<file path="config.mk">
export PLATFORM = sky130hd
export DESIGN_NAME = instr_loader
export DESIGN_NICKNAME = d
export VERILOG_FILES = /design/src/rtl/instr_loader_pkg.sv /design/src/rtl/instr_loader_byte_assembler.sv /design/src/rtl/instr_loader.sv
export SDC_FILE = /design/constraint.sdc
export NUM_CORES = 1
export LEC_CHECK = 0
export ABC_CLOCK_PERIOD_IN_PS = 2490
export CORE_MARGIN = 2
export CORE_UTILIZATION = 45
export CTS_BUF_LIST = sky130_fd_sc_hd__clkbuf_8 sky130_fd_sc_hd__clkbuf_16
export CTS_CLUSTER_SIZE = 14
export DETAILED_ROUTE_END_ITERATION = 12
export PLACE_DENSITY = 0.75
export SLEW_MARGIN = 5
export SYNTH_ARGS = -nofsm -noshare
export SYNTH_HDL_FRONTEND = slang
export SYNTH_SLANG_ARGS = --single-unit
export TNS_END_PERCENT = 100
</file>
<file path="constraint.sdc">
create_clock -name clk -period 2.49 [get_ports clk]
set_input_delay 0.498 -clock clk [delete_from_list [all_inputs] [get_ports clk]]
set_output_delay 0.498 -clock clk [all_outputs]
set_load 0.02 [all_outputs]
</file>
<file path="src/rtl/instr_loader_pkg.sv">
// -----------------------------------------------------------------------------
// instr_loader_pkg
// Shared constants for the instruction-memory loader and anything that walks
// instruction memory alongside it (the program counter steps by ADDR_STEP too).
//
// State encoding: a 2-bit state register holds WAIT_COUNT/BYTES/WRITE/DONE.
// ERROR is not a fifth state. It is a separate err flag that is raised while
// the state register sits in WAIT_COUNT. While err is set it forces the idle
// outputs: in_ready=0, no writes and proc_reset=1.
// -----------------------------------------------------------------------------
package instr_loader_pkg;

  localparam logic [1:0] ST_WAIT_COUNT = 2'd0;
  localparam logic [1:0] ST_BYTES      = 2'd1;
  localparam logic [1:0] ST_WRITE      = 2'd2;
  localparam logic [1:0] ST_DONE       = 2'd3;

  localparam int BYTE_W         = 8;
  localparam int BYTES_PER_WORD = 4;
  localparam int WORD_W         = 32;
  localparam int ADDR_STEP      = 4;

  // The word index needs one bit beyond clog2(depth). Without it, a full-depth
  // load (N == DEPTH) would wrap back to zero on the last increment.
  function automatic int idx_width(input int depth);
    return $clog2(depth) + 1;
  endfunction

endpackage

</file>
<file path="src/rtl/instr_loader_byte_assembler.sv">
// -----------------------------------------------------------------------------
// instr_loader_byte_assembler
// Collects four stream bytes into one little-endian 32-bit word. Byte k of a
// word lands in bits [8k+7:8k].
//
// Ports:
//   clk, reset  - clock, asynchronous active-high reset
//   clear       - synchronous clear of the partial word and the byte index
//   accept      - a byte is being transferred this cycle
//   in_data     - the byte being transferred
//   word_next   - current word with in_data inserted into the active lane
//   word_full   - high in the cycle the 4th byte of a word is accepted
// -----------------------------------------------------------------------------
module instr_loader_byte_assembler
  import instr_loader_pkg::*;
(
  input  logic              clk,
  input  logic              reset,
  input  logic              clear,
  input  logic              accept,
  input  logic [BYTE_W-1:0] in_data,
  output logic [WORD_W-1:0] word_next,
  output logic              word_full
);

  logic [1:0]        byte_idx;
  logic [WORD_W-1:0] word_q;

  // word_next is exposed so the parent can capture the complete word on the
  // same edge that takes the final byte. It does not have to wait a cycle for
  // word_q to catch up.
  always_comb begin
    word_next = word_q;
    word_next[{byte_idx, 3'b000} +: BYTE_W] = in_data;
  end

  assign word_full = accept && (byte_idx == 2'(BYTES_PER_WORD - 1));

  // byte_idx wraps 3 -> 0 naturally, so no explicit reset is needed between
  // words. Each new word overwrites every lane, so stale bytes never leak.
  always_ff @(posedge clk or posedge reset) begin
    if (reset) begin
      word_q   <= '0;
      byte_idx <= '0;
    end else if (clear) begin
      word_q   <= '0;
      byte_idx <= '0;
    end else if (accept) begin
      word_q   <= word_next;
      byte_idx <= byte_idx + 2'd1;
    end
  end

endmodule

</file>
<file path="src/rtl/instr_loader.sv">
// -----------------------------------------------------------------------------
// instr_loader
// Writer side of instruction memory. The first byte of the stream is the word
// count N (1..DEPTH). It is followed by 4*N bytes forming little-endian
// instruction words. Each word is written at byte address word_idx*4. The
// processor is held in reset until the final word is written.
//
// Ports:
//   clk, reset      - clock, asynchronous active-high reset
//   start           - re-arm pulse, honoured only in DONE or ERROR
//   in_data/valid   - byte stream input
//   in_ready        - loader can take a byte this cycle
//   wr_en           - one-cycle instruction memory write strobe
//   wr_addr/wr_data - registered write address/data, stable outside WRITE
//   proc_reset      - processor reset, released only once loading is done
//   done            - program fully loaded
//   err             - illegal word count received
// -----------------------------------------------------------------------------
module instr_loader
  import instr_loader_pkg::*;
#(
  parameter int DEPTH  = 16,
  parameter int ADDR_W = 32
) (
  input  logic              clk,
  input  logic              reset,
  input  logic              start,
  input  logic [BYTE_W-1:0] in_data,
  input  logic              in_valid,
  output logic              in_ready,
  output logic              wr_en,
  output logic [ADDR_W-1:0] wr_addr,
  output logic [WORD_W-1:0] wr_data,
  output logic              proc_reset,
  output logic              done,
  output logic              err
);

  localparam int IDX_W = idx_width(DEPTH);

  logic [1:0]        state;
  logic [IDX_W-1:0]  word_idx;
  logic [IDX_W-1:0]  word_idx_inc;
  logic [IDX_W-1:0]  word_count;
  logic [WORD_W-1:0] word_next;
  logic              accept;
  logic              count_accept;
  logic              byte_accept;
  logic              word_full;
  logic              rearm;
  logic              count_bad;

  assign accept       = in_valid && in_ready;
  assign count_accept = accept && (state == ST_WAIT_COUNT);
  assign byte_accept  = accept && (state == ST_BYTES);
  assign word_idx_inc = word_idx + IDX_W'(1);

  // A start pulse only matters once a load has finished or failed. A load in
  // progress ignores it, so a stray pulse cannot corrupt half-written memory.
  assign rearm = start && (err || (state == ST_DONE));

  assign count_bad = (in_data == '0) || (int'(in_data) > DEPTH);

  // Every output is decoded straight from the state register and the err
  // flag. This keeps ERROR as simple as forcing the idle outputs.
  assign in_ready   = !err && ((state == ST_WAIT_COUNT) || (state == ST_BYTES));
  assign wr_en      = !err && (state == ST_WRITE);
  assign done       = !err && (state == ST_DONE);
  assign proc_reset = !done;

  instr_loader_byte_assembler u_byte_assembler (
    .clk       (clk),
    .reset     (reset),
    .clear     (rearm),
    .accept    (byte_accept),
    .in_data   (in_data),
    .word_next (word_next),
    .word_full (word_full)
  );

  // Main control FSM. wr_addr and wr_data are captured on the edge that
  // accepts the last byte of a word. They are therefore already valid during
  // the single WRITE cycle and hold their value afterwards. word_idx advances
  // only when leaving WRITE, so the captured address uses the index of the
  // word currently being written.
  always_ff @(posedge clk or posedge reset) begin
    if (reset) begin
      state      <= ST_WAIT_COUNT;
      err        <= 1'b0;
      word_idx   <= '0;
      word_count <= '0;
      wr_addr    <= '0;
      wr_data    <= '0;
    end else if (rearm) begin
      state    <= ST_WAIT_COUNT;
      err      <= 1'b0;
      word_idx <= '0;
    end else begin
      case (state)
        ST_WAIT_COUNT: begin
          if (count_accept) begin
            if (count_bad) begin
              err <= 1'b1;
            end else begin
              word_count <= IDX_W'(in_data);
              state      <= ST_BYTES;
            end
          end
        end
        ST_BYTES: begin
          if (word_full) begin
            wr_data <= word_next;
            wr_addr <= ADDR_W'(word_idx) * ADDR_W'(ADDR_STEP);
            state   <= ST_WRITE;
          end
        end
        ST_WRITE: begin
          word_idx <= word_idx_inc;
          if (word_idx_inc == word_count) begin
            state <= ST_DONE;
          end else begin
            state <= ST_BYTES;
          end
        end
        ST_DONE: begin
          state <= ST_DONE;
        end
        default: begin
          state <= ST_WAIT_COUNT;
        end
      endcase
    end
  end

endmodule
</file>
==> out/results.txt <==
Status: finished clean
Die Height: 93.75 µm
Number of synthesized flops with an enable pin: 0
Worst path required time: 1.99 ns
Inst Count DP: 497
Final Skew: 0.006022 ns
DR iter-0 viols: 148
Setup bufs post-CTS: 0
Number of synthesized register bits: 76
Max-Cap Viols: 0
IO buf count: 53
# nets final: 424
Post-cts resize count: 0
Routed Antenna Nets: 0
Worst Setup SP: state[0]
Finished Layout Cells: 513
CTS tree: done
Hold wc startpoint: wr_data[26]
Area growth from synthesis to layout: 22.54%
Final hold vios: 0
Final setup viols: 0
Cts bufs inserted: 9
First-pass GRT wire length: 13600 µm
Largest net degree at the start of global routing: 77
Setup CP Type: reg -> out
R2r endpoint: u_byte_assembler.word_q[11]
Top Ports: 81
RSZ-0062 raised after global routing: false
Hold Path End: wr_data[26]
Clock sink total: 76
Clock buffer depth: 2
Hold-fix buffers, CTS: 0
Total grt overflow: 0
Sum of negative setup slack: 0 ns
Row cnt: 32
DPL Wire Length: 5511 µm
Leakage power: 2.093 nW
CTS Root Cell: clkbuf_8
WL/cell: 15.65 µm
Critical Path Fanout Max: 10
CP max-delay cell: clkdlybuf4s50_1
Tot GR Track Use: 0.2020
CP Data Arrival Time: 1.86 ns
Vias per cell: 5.267
DRC errors left: 0
Number of global-route vias before repair: 2750
Sequential share of the synthesized area: 0.5247
Asr flop ratio synth: 1.000
PD cells: 701.6 nW/µm²
WHS Path Cells: 2
Register clock-pin slew on the reported worst setup and hold paths: 0.08 ns
Yosys warnings: 0
Share of layout cells above drive strength 1: 0.1241
First-pass DRT Iterations: 4
Yosys cell types: 47
Die W: 93.75 µm
Antenna violations before repair: 0
# H-tree levels: 3
Total die area: 8789 µm²
Worst R2R Start: u_byte_assembler.byte_idx[0]
Post-synth top flop: dfrtp_1
Starting Density: 0.4667
FF-to-FF path depth: 6
Skew-Pair Late Insertion Delay: 0.35 ns
Total wire length: 8026 µm
FF-to-FF setup slack: 0.43 ns
Max incr delay on CP: 0.60 ns
Critical path launch point type: register
Synthesized area: 3625 µm²
Post-layout minimum cycle time: 2.359 ns
FMAX: 424.0 MHz
Worst VDD drop: 0.0004252 V
WP buf/inv: 2
# fillers: 683
Tightest Hold Check Type: reg -> reg
Avg Cell Area, Syn: 10.51 µm²
CP cell instances: and2_1 -> nand2b_1 -> inv_1 -> clkdlybuf4s50_1
Ant. Diodes: 0
Routed vias: 2702
Core area: 7767 µm²
Fin crit share: 0.9472
Slew Viols, Final: 0
Gate Count Post-Synth: 345
Top Family by Delay on Critical Path: buffers and inverters
Setup crit end kind: output pin
Gp weighted congestion: 0.8674
-- cell usage after synthesis (2+ instances only) --
library cell,count,share of area
nor2_1,55,0.057
nor3_1,2,0.0028
a22o_1,24,0.058
a221oi_1,24,0.058
buf_2,11,0.015
inv_2,2,0.0021
nand2_1,37,0.038
buf_4,31,0.064
buf_1,2,0.0021
o31ai_1,2,0.0041
dfrtp_1,76,0.52
xnor2_1,4,0.0097
mux2i_1,2,0.0055
or3_1,2,0.0035
and2_1,4,0.0069
a21oi_1,3,0.0041
nor4b_2,2,0.0083
nand2b_1,3,0.0052
mux2_2,4,0.012
xor2_1,5,0.012
inv_1,7,0.0073
nand3_1,9,0.012
clkbuf_1,5,0.0052
ha_1,6,0.021
-- worst max-delay path by stage --
| stage | end | slack [ns] | depth (start not counted) |
|---|---|---|---|
| detailed placement | word_count[1] | 0.11 | 5 |
| finish | done | 0.13 | 4 |
| global placement | word_count[3] | 0.20 | 5 |
| global route | done | 0.04 | 4 |
| floorplan | err | 0.05 | 1 |
| CTS | done | 0.11 | 4 |
-- per-layer routing --
layer  vias up  track usage  wire length, µm
met5         -            0                0
met4         0      0.09300              159
met3        12      0.04575              470
met2        90       0.3095             3953
met1      1325       0.2734             3442
li1       1275            -                -
-- kinds of logic after synthesis --
group / count (synthesis) / share of synthesized area
flip-flops: 76 / 0.5247
AO/OA/AOI/OAI: 61 / 0.1429
adder cells (fa/ha/maj): 6 / 0.02071
AND/OR/NAND/NOR: 126 / 0.1688
other: 1 / 0.001035
buffers and inverters: 59 / 0.09907
multiplexers: 7 / 0.02106
XOR/XNOR: 9 / 0.02175
-- final cells by class --
class | instances | area, µm² | area share
timing repair buffer | 74 | 700.7 | 0.1577
clock inverter | 7 | 92.59 | 0.02085
clock buffer | 9 | 123.9 | 0.02789
sequential | 76 | 1902 | 0.4282
multi-input combinational | 236 | 1461 | 0.3290
inverter | 9 | 33.78 | 0.007606
tap | 102 | 127.6 | 0.02873
-- flip-flops by register name (all words and copies together) (netlist names) --
register and count:
err 1, wr_addr 5, wr_data 32, word_count 5, state 2, u_byte_assembler.word_q 24, u_byte_assembler.byte_idx 2, word_idx 5
-- metrics by stage --
stage / instance area (µm²) / hold slack (ns) / utilization / power (mW) / worst slack, ns
after global placement: 4225 / 0.4571 / 0.5440 / 2.098 / 0.2034
after global routing: 4442 / 0.5067 / 0.5718 / 3.282 / 0.04415
final: 4442 / 0.4745 / 0.5718 / 3.117 / 0.1314
after CTS: 4442 / 0.4806 / 0.5718 / 3.137 / 0.1075
after detailed placement: 4225 / 0.4623 / 0.5440 / 2.114 / 0.1080
after floorplan: 3722 / 0.4658 / - / 1.891 / 0.05367
-- power by group --
part | total, mW | internal [mW] | switching [mW]
Clock | 1.02 | 0.560 | 0.460
Combinational | 0.687 | 0.289 | 0.399
Sequential | 1.41 | 1.32 | 0.0855
Total | 3.12 | 2.17 | 0.944
-- layout by cell type, fill, tap and decap left out, types with 2 or more instances in the layout --
cell             instances
ha_1                     6
nand3_1                  9
clkinvlp_4               2
clkbuf_8                 9
conb_1                  27
o31ai_1                  2
dfrtp_1                 76
buf_4                   20
nand2b_1                 3
xnor2_1                  4
nor4b_2                  2
xor2_1                   5
bufinv_16                2
nor3_1                   2
a22o_1                  24
a221oi_1                24
clkdlybuf4s50_1         53
a21oi_1                  3
nand2_1                 37
mux2i_1                  2
mux2_2                   4
inv_1                    7
and2_1                   4
inv_2                    3
or3_1                    2
nor2_1                  55
-- tightest hold or removal path, stage by stage, from the launching register on --
cell	delay [ns]
dfrtp_1	0.35
nand2_1	0.05
nand2_1	0.05
Note: power is estimated with default switching activity, not from simulation.
